[src/rtl/alu_sequencer.sv]
// Sequences one LEGv8 ALU operation per request: decode, issue to an external ALU, hold response.
// Optional ALU_SEQ_OPCNT_EN adds opCount, a wrapping count of completed legal operations.
module alu_sequencer #(
  parameter int CNT_W = 16
) (
  input  logic              clk,
  input  logic              rst_n,
  input  logic              reqValid,
  output logic              reqReady,
  input  logic [10:0]       reqOpcode,
  input  logic [31:0]       reqData1,
  input  logic [31:0]       reqData2,
  output logic [3:0]        aluControl,
  output logic [31:0]       data1,
  output logic [31:0]       data2,
  input  logic [31:0]       aluResult,
  input  logic              overflow,
  input  logic              zeroFlag,
  output logic              respValid,
  input  logic              respReady,
  output logic [31:0]       respResult,
  output logic              respOverflow,
  output logic              respZero,
  output logic              respIllegal
`ifdef ALU_SEQ_OPCNT_EN
  ,
  output logic [CNT_W-1:0]  opCount
`endif
);

  typedef enum logic [1:0] {IDLE, ISSUE, RESP} state_t;

  state_t     state;
  logic       is_addsub, is_cbz;
  logic       dec_legal, dec_addsub, dec_cbz;
  logic [3:0] dec_ctrl;

  always_comb begin
    dec_legal  = 1'b1;
    dec_addsub = 1'b0;
    dec_cbz    = 1'b0;
    dec_ctrl   = 4'b0000;
    casez (reqOpcode)
      11'b10001011000: begin dec_ctrl = 4'b0010; dec_addsub = 1'b1; end
      11'b11001011000: begin dec_ctrl = 4'b1010; dec_addsub = 1'b1; end
      11'b10001010000: dec_ctrl = 4'b0110;
      11'b10101010000: dec_ctrl = 4'b0100;
      11'b11001010000: dec_ctrl = 4'b1001;
      11'b11111000000,
      11'b11111000010: dec_ctrl = 4'b0010;
      11'b10110100???: begin dec_ctrl = 4'b0111; dec_cbz = 1'b1; end
      11'b110100101??: dec_ctrl = 4'b1101;
      default:         dec_legal = 1'b0;
    endcase
  end

  assign reqReady  = (state == IDLE);
  assign respValid = (state == RESP);

  always_ff @(posedge clk or negedge rst_n) begin
    if (!rst_n) begin
      state        <= IDLE;
      aluControl   <= 4'b0000;
      data1        <= '0;
      data2        <= '0;
      respResult   <= '0;
      respOverflow <= 1'b0;
      respZero     <= 1'b0;
      respIllegal  <= 1'b0;
      is_addsub    <= 1'b0;
      is_cbz       <= 1'b0;
    end else begin
      case (state)
        IDLE: if (reqValid) begin
          data1     <= reqData1;
          data2     <= reqData2;
          is_addsub <= dec_addsub;
          is_cbz    <= dec_cbz;
          if (dec_legal) begin
            aluControl  <= dec_ctrl;
            respIllegal <= 1'b0;
            state       <= ISSUE;
          end else begin
            // illegal opcodes skip the ALU and answer directly
            aluControl   <= 4'b0000;
            respIllegal  <= 1'b1;
            respResult   <= '0;
            respOverflow <= 1'b0;
            respZero     <= 1'b0;
            state        <= RESP;
          end
        end
        ISSUE: begin
          respResult   <= is_cbz ? 32'd0 : aluResult;
          respOverflow <= is_addsub & overflow;
          respZero     <= is_cbz ? zeroFlag : (aluResult == 32'd0);
          aluControl   <= 4'b0000;
          state        <= RESP;
        end
        RESP: if (respReady) state <= IDLE;
        default: state <= IDLE;
      endcase
    end
  end

`ifdef ALU_SEQ_OPCNT_EN
  always_ff @(posedge clk or negedge rst_n) begin
    if (!rst_n)
      opCount <= '0;
    else if (state == RESP && respReady && !respIllegal)
      opCount <= opCount + 1'b1;
  end
`endif

endmodule

[config.mk]
export PLATFORM = sky130hd
export DESIGN_NAME = alu_sequencer
export DESIGN_NICKNAME = d
export VERILOG_FILES = /design/src/rtl/alu_sequencer.sv
export SDC_FILE = /design/constraint.sdc
export NUM_CORES = 1
export LEC_CHECK = 0
export BUFFER_PORTS_ARGS = -buffer_cell sky130_fd_sc_hd__buf_2
export CORE_MARGIN = 2
export CORE_UTILIZATION = 46
export DETAILED_ROUTE_END_ITERATION = 10
export PLACE_DENSITY = 0.8
export SLEW_MARGIN = 0
export SYNTH_ARGS = -nofsm -noshare
export SYNTH_HDL_FRONTEND = slang
export SYNTH_SLANG_ARGS = --single-unit
[constraint.sdc]
create_clock -name clk -period 1.9 [get_ports clk]
set_input_delay 0.285 -clock clk [delete_from_list [all_inputs] [get_ports clk]]
set_output_delay 0.285 -clock clk [all_outputs]
set_load 0.1 [all_outputs]
Word-level counts from Yosys, hierarchy flattened --
Cells that the tools add are included.
Storage, ports and cells: bits in registers 107, logic and storage cells 56, output and inout bits 105, input port bits 113
Cells by class: bitwise operators 1, mux-type cells 21, reduce and logical (&&, ||, !) cells 10, eq/ne operators 14
Operators with widths (number):
- $mux W32 | 3
- $eq A11 B11 Y1 const B | 7
- $pmux W32 S2 | 1
- $logic_not A32 Y1 | 1
- $pmux W4 S7 | 1
- $eq A9 B9 Y1 const B | 1
- $reduce_or A9 Y1 | 1
- $eq A8 B8 Y1 const B | 1
- $mux W4 | 2
- $pmux W4 S2 | 1
- $mux W1 | 7
- $mux W2 | 3
- $pmux W2 S3 | 1
- $reduce_and A2 Y1 | 3
- $ne A2 B2 Y1 const B | 2
- $pmux W1 S2 | 2
- $reduce_and A3 Y1 | 1
- $reduce_or A3 Y1 | 1
- $eq A2 B1 Y1 const B | 1
- $eq A2 B2 Y1 const B | 1
- $logic_not A2 Y1 | 1
- $ne A2 B1 Y1 const B | 1
- $reduce_bool A2 Y1 | 1
- $reduce_or A2 Y1 | 1
- $and A1 B1 Y1 | 1

Depth between registers and ports, before layout --
Gate-level depths: netlist of the first run.
depth after elaboration 6, mapped depth 7, depth with buffers taken out 5

Least setup slack after synthesis of the first run --
No wires, ideal clock.
path type register to register, start point register state[1], end point register aluControl[1], period minus slack after synthesis 2815 ps, cell stages (with the launch flop) 7, setup slack -915 ps, data arrival time 2728 ps, path buffers 1, setup time 87 ps, data required time 1813 ps, cells stage by stage dfrtp_1 > nor2_1 > and2_1 > clkbuf_1 > nand2_1 > or4_1 > o211ai_1
Between the ends: word-level cells in the longest chain between the ends 3, elaborated cells on any way between the ends 6, classes of those cells eq/ne: 2; mux: 1; reduce/logical: 3
Ends and longest elaborated chain:
- start, declared | RTL line 33 | state_t state;
- start signal, assigned | RTL line 62 | state <= IDLE;
- start signal, assigned | RTL line 82 | state <= ISSUE;
- start signal, assigned | RTL line 90 | state <= RESP;
- $logic_not A2 Y1 *
- via reqReady | RTL line 9 | output logic reqReady,
- $ne A2 B2 Y1 (no line) / $reduce_bool A2 Y1 (equally long branches)
- $reduce_and A2 Y1 (no line)
- end signal, assigned | RTL line 80 | aluControl <= dec_ctrl;
- end, declared | RTL line 13 | output logic [3:0] aluControl,
Mark *: on every way through the listed nets, which the timed path passes. The rest lies on a longest branch. A chain may end at the register's enable or synchronous reset.

Worst setup path in the final report of the first run --
start point register state[1], end point output respValid
Between the ends: word-level cells in the longest chain between the ends 1
Ends and longest elaborated chain:
- $eq A2 B2 Y1 | RTL line 58 | assign respValid = (state == RESP);
- end, declared | RTL line 19 | output logic respValid,
No other way between the ends.

==> results.json, run 1 <==
{
  "fin_ws_ns": 0.147,
  "crit_fanout": 7,
  "portBuffers": 217,
  "clock_sinks": 107,
  "synthesis.instances": 437,
  "grt_overflow": 0,
  "drv_cap": 0,
  "pre_cts_ws_ns": -0.0700,
  "clk_latency_ns": 0.36,
  "r2r_slack_ns": 0.16,
  "peakVddDrop_v": 0.000966,
  "holdWs_ns": -0.0145,
  "ys_types": 36,
  "die_w_um": 101,
  "viasPerCell": 5.11,
  "required_ns": 1.62,
  "tightest_slew_ns": 0.615,
  "holdBufCountCts": 0,
  "die_h_um": 101,
  "rsz0062_at_grt": "false",
  "area_delta_synth_final_pct": 33.2,
  "cts_tree": "done",
  "core_area_mm2": 0.00924,
  "syn-cell-area_mm2": 0.00436,
  "fin_nets": 761,
  "synth-seq-area-share_pct": 61.4,
  "drive_gt1_share_pct": 43.0,
  "p_per_area_mw_per_mm2": 1380,
  "rows": 35,
  "crit_type": "flop to output pin",
  "critPathLaunchType": "flop",
  "synth_top_area_share_pct": 61.4,
  "rr_startpoint": "state[0]",
  "wirelength_mm": 11.5,
  "fill_cells": 788,
  "track_usage_pct": 21.9,
  "fmax_ghz": 0.570,
  "drc": 0,
  "yosys.area_share.simple_pct": 24.6,
  "wire_per_inst_um": 14.7,
  "crit_path_end_kind": "output pin",
  "antenna_found_initial": 0,
  "multi_input_area_mm2": 0.00158,
  "synth-adder-area-share_pct": 0,
  "critPathLaunch": "state[1]",
  "synth_top_cell_by_area": "dfrtp_1",
  "synth_top_family_by_area": "simple AND/OR/NAND/NOR gates",
  "setup_tns_ns": 0,
  "hp-class": "primary input to asynchronous set/reset pin",
  "synth_edf_count": 0,
  "grt_max_degree": 108,
  "cts_max_level": 3,
  "period_share_pct": 92.3,
  "synth-xor-area-share_pct": 0,
  "setup_viol": 0,
  "p_leak_nw": 3.45,
  "synthFlopType": "dfrtp_1",
  "async_flop_share_pct": 100,
  "n_antenna_cell": 0,
  "vias": 3993,
  "post_cts.resized_instances": 0,
  "yosysWarnings": 0,
  "io_pins": 218,
  "grt_pass1_vias": 3899,
  "dp_hpwl_mm": 8.43,
  "status": "finished with violations",
  "root_buffer": "clkbuf_8",
  "start_util_pct": 47.2,
  "synthMuxAreaShare_pct": 0,
  "clk_path_buf_depth": 2,
  "dr.pass1.iters": 4,
  "gp_congestion": 0.843,
  "cts.clk_slew.worst_paths_ns": 0.10,
  "regArea_mm2": 0.00268,
  "die_area_mm2": 0.0103,
  "period_needed_ns": 1.75,
  "grt_pass1_wl_mm": 17.9,
  "violations": "hold timing",
  "synth.area.top_cells": "dfrtp_1 (61%), nand2_1 (18%), a32o_2 (7.5%)",
  "finClkSkew_ns": 0.0159,
  "cts-buffers-inserted": 9,
  "hold_viol_final": 8,
  "synth_compound_area_share_pct": 11.2,
  "ant_nets": 0,
  "critical_path_arrival_ns": 1.47,
  "yosys_register_bits": 107,
  "final_util_pct": 62.9,
  "slew_violations": 0,
  "power.total_w": 0.00801,
  "post-cts-setup-buffers": 0,
  "drt_iter0_markers": 112,
  "avgSynthCellArea_um2": 9.98,
  "syn-num-nets": 550,
  "slew-limit-headroom_pct": 58.6
}
metal layers:
layer	part of all wire, %	wire length, um	GRT usage [%]	vias to the layer above
li1	-	-	-	1893
met1	41	4750	27.9	1903
met2	48	5570	36.0	178
met3	8.7	1000	6.42	19
met4	1.7	195	7.80	0
met5	0	0	0	-
registers in the layout (all words and copies together) (netlist names):
signal	count
data1	32
data2	32
respResult	32
aluControl	4
state	2
is_addsub	1
is_cbz	1
respIllegal	1
respOverflow	1
respZero	1
layout make-up:
class / instances / area share [%]
Timing Repair Buffer: 225 / 20.2
Inverter: 1 / 0.0646
Tap cell: 129 / 2.78
Clock inverter: 6 / 1.36
Multi-Input combinational cell: 304 / 27.2
Clock buffer: 10 / 2.37
Sequential cell: 107 / 46.1
cells in the final DEF, fill, tap and decap left out, types with 4 or more instances in the layout:
master    count
a21oi_1       4
a32o_1        4
a32o_2       29
buf_2       216
buf_4         7
clkbuf_8     10
dfrtp_1     107
nand2_1     212
nand3_1       6
nor4_1        8
o21ai_0       5
metrics by stage:
step	instance area (um2)	instances
2_1_floorplan	4370	437
3_3_place_gp	5600	766
3_5_place_dp	5600	766
4_1_cts	5810	782
5_1_grt	5810	782
6_report	5810	782
report_power, final:
group	switching [W]	leakage, nW	internal [W]
Clock	0.000810	0.111	0.000675
Sequential	0.000189	1.39	0.00262
Combinational	0.00321	1.95	0.000503
logic make-up (layout without fill, tap and decap cells):
kind of cell | after synthesis | in the layout
AOI/OAI and AO/OA | 50 | 50
and+or+nand+nor | 254 | 254
DFF | 107 | 107
buffers and inverters | 26 | 242
cell usage after synthesis (2+ instances only):
| cell type | instances |
|---|---|
| nand2_1 | 213 |
| buf_6 | 3 |
| nand3_1 | 6 |
| nand4_1 | 2 |
| a32o_2 | 29 |
| clkbuf_1 | 20 |
| nor4_1 | 8 |
| o21ai_0 | 5 |
| nor2b_1 | 4 |
| a32o_1 | 4 |
| nor3_1 | 3 |
| a21oi_1 | 4 |
| dfrtp_1 | 107 |
| nor2_1 | 5 |
| or3_1 | 2 |
| buf_2 | 2 |
path summary, 6_finish.rpt:
kind / depth (start not counted) / to
min in group clk: 3 / data1[8]
setup reg to reg: 5 / respZero
max in group asynchronous: 2 / data1[16]
hold / removal: 2 / data2[21]
hold reg to reg: 2 / is_addsub
setup / recovery: 2 / respValid
critical path, cell delays in order, from the launching register on:
cell and delay, ns:
dfrtp_1 0.50, nor2b_2 0.18, buf_2 0.44
(Power assumes the default switching activity.)
==> run 2, diff against run 1 <==
--- a/config.mk
+++ b/config.mk
@@ -5,6 +5,7 @@
 export SDC_FILE = /design/constraint.sdc
 export NUM_CORES = 1
 export LEC_CHECK = 0
+export ABC_AREA = 1
 export BUFFER_PORTS_ARGS = -buffer_cell sky130_fd_sc_hd__buf_2
 export CORE_MARGIN = 2
 export CORE_UTILIZATION = 46
==> results.json, run 2 <==
{
  "core_area_mm2": 0.00968,
  "slowest_stage": "dfrtp_1",
  "crit_chain": "inv_1, nand2_1, inv_1, buf_2",
  "viasPerCell": 4.83,
  "finClkSkew_ns": 0.00639,
  "start_util_pct": 47.0,
  "wire_per_inst_um": 13.6,
  "fin_nets": 854,
  "synthesis.instances": 529,
  "reg_top3": "data1 (32), data2 (32), respResult (32)",
  "yosys_register_bits": 107,
  "drv_cap": 0,
  "final_cell_mix": "nand2_1 (279), buf_2 (216), dfrtp_1 (107)",
  "max_stage_delay_ns": 0.42,
  "critPathLaunchType": "flop",
  "holdWs_ns": 0.104,
  "area_delta_synth_final_pct": 31.1,
  "holdBufCountCts": 1,
  "die_h_um": 103,
  "synth_top_cell_by_area": "dfrtp_1",
  "die_area_mm2": 0.0107,
  "regArea_mm2": 0.00268,
  "dr.pass1.iters": 4,
  "yosysWarnings": 0,
  "synth_edf_count": 0,
  "avgSynthCellArea_um2": 8.60,
  "post-cts-setup-buffers": 0,
  "timing.critical_path.mode_cell": "inv_1",
  "reg2reg_to": "respResult[22]",
  "period_needed_ns": 1.68,
  "hp-class": "primary input to flop",
  "drc": 0,
  "clk_latency_ns": 0.36,
  "vias": 4249,
  "fill_cells": 850,
  "p_per_area_mw_per_mm2": 1270,
  "setup_tns_ns": 0,
  "portBuffers": 217,
  "holdPathEnd": "data1[31]",
  "min_from": "reqData1[31]",
  "critical_path.top_delay_family": "buffers and inverters",
  "layout_commonest_cell": "nand2_1",
  "reg2reg_depth": 6,
  "grt_max_degree": 75,
  "async_flop_share_pct": 100,
  "tightest_slew_ns": 0.740,
  "p_leak_nw": 3.55,
  "synth_common_cells": "nand2_1 (280), dfrtp_1 (107), nor2_1 (30)",
  "drive_gt1_share_pct": 37.3,
  "synthFlopType": "dfrtp_1",
  "peakVddDrop_v": 0.00102,
  "ant_nets": 0,
  "period_share_pct": 88.7,
  "rsz0062_at_grt": "false",
  "slew_violations": 0,
  "dp_hpwl_mm": 8.85,
  "hold_viol_final": 0,
  "grt_overflow": 0,
  "syn-cell-area_mm2": 0.00455,
  "critical_path_arrival_ns": 1.40,
  "cts_max_level": 3,
  "crit_fanout": 2,
  "drt_iter0_markers": 151,
  "antenna_found_initial": 0,
  "grt_pass1_vias": 3912,
  "clock_sinks": 107,
  "rows": 36,
  "multi_input_area_mm2": 0.00169,
  "r2r_slack_ns": 0.35,
  "cp.depth": 4,
  "synth_most_common_cell": "nand2_1",
  "post_cts.resized_instances": 0,
  "slew-limit-headroom_pct": 50.7,
  "cts-buffers-inserted": 9,
  "status": "completed",
  "synth_top_area_share_pct": 58.8,
  "cts_tree": "done",
  "root_buffer": "clkbuf_8",
  "fmax_ghz": 0.594,
  "cts.clk_slew.worst_paths_ns": 0.11,
  "path_buf_inv": 3,
  "rr_startpoint": "state[1]",
  "grt_pass1_wl_mm": 18.0,
  "io_pins": 218,
  "crit_type": "flop to output pin",
  "synth-seq-area-share_pct": 58.8,
  "setup_viol": 0,
  "wirelength_mm": 12.0,
  "ys_types": 22,
  "track_usage_pct": 21.6,
  "gp_congestion": 0.878,
  "synth.area.top_cells": "dfrtp_1 (59%), nand2_1 (23%), nand3_2 (4.8%)",
  "die_w_um": 103,
  "clk_path_buf_depth": 2,
  "syn-num-nets": 642,
  "holdPathStages": 3,
  "crit_path_end_kind": "output pin",
  "required_ns": 1.62
}
[run 2: changes by cell type in the layout (fill, tap and decap cells not counted), sizes merged, moves of 4 or more]
cell	change
nand2	+70
nand3	+42
a32o	-33
nor2	+32
inv	+12
nor4	-8
a21oi	-4
nor2b	-4
[run 2: kinds of logic after synthesis]
group	Yosys count	share of synthesized area, %
AOI/OAI and AO/OA	9	1.10
buffers and inverters	39	4.15
DFF	107	58.8
and+or+nand+nor	374	35.9
[run 2: per-layer routing]
metal	global-route usage (%)	routed length [um]	share of wire, %
met1	27.1	4980	41
met2	35.1	5620	47
met3	6.38	1140	9.5
met4	8.91	267	2.2
met5	0	0	0
[run 2: how the worst max path moves through the flow]
stage,start,end
5_1_grt,state[0],respValid
6_report,state[0],respValid
3_3_place_gp,reqOpcode[9],respResult[22]
3_5_place_dp,reqOpcode[9],respResult[22]
4_1_cts,state[0],respValid
2_1_floorplan,state[1],data2[10]
[run 2: final cells by class]
class                           instances  area share, %
Clock inverter                          7           1.28
Tap cell                              133           2.79
Timing Repair Buffer                  226           19.6
Inverter                               14          0.881
Antenna cell                            1         0.0420
Sequential cell                       107           44.9
Multi-Input combinational cell        383           28.4
Clock buffer                            9           2.08
[run 2: metrics by stage]
step / area [um2] / util (%) / std cells / power (W) / setup slack [ns]
after floorplan: 4560 / - / 529 / 0.00556 / 0.123
after global placement: 5750 / 59.4 / 862 / 0.00618 / 0.205
after detailed placement: 5750 / 59.4 / 862 / 0.00623 / 0.0650
after CTS: 5960 / 61.6 / 879 / 0.00765 / 0.190
after global routing: 5960 / 61.6 / 879 / 0.00789 / 0.121
final: 5960 / 61.6 / 880 / 0.00759 / 0.216
[run 2: where the power goes]
part | total, W | leakage (nW) | switching [W] | internal [W]
registers | 0.00277 | 1.38 | 0.000178 | 0.00259
clock network | 0.00142 | 0.0962 | 0.000799 | 0.000619
logic | 0.00340 | 2.07 | 0.00293 | 0.000472
total | 0.00759 | 3.55 | 0.00391 | 0.00368
[run 2: tightest hold or removal path: stages]
cell     delay [ns]
buf_2          0.07
nand2_1        0.04
nand2_1        0.04
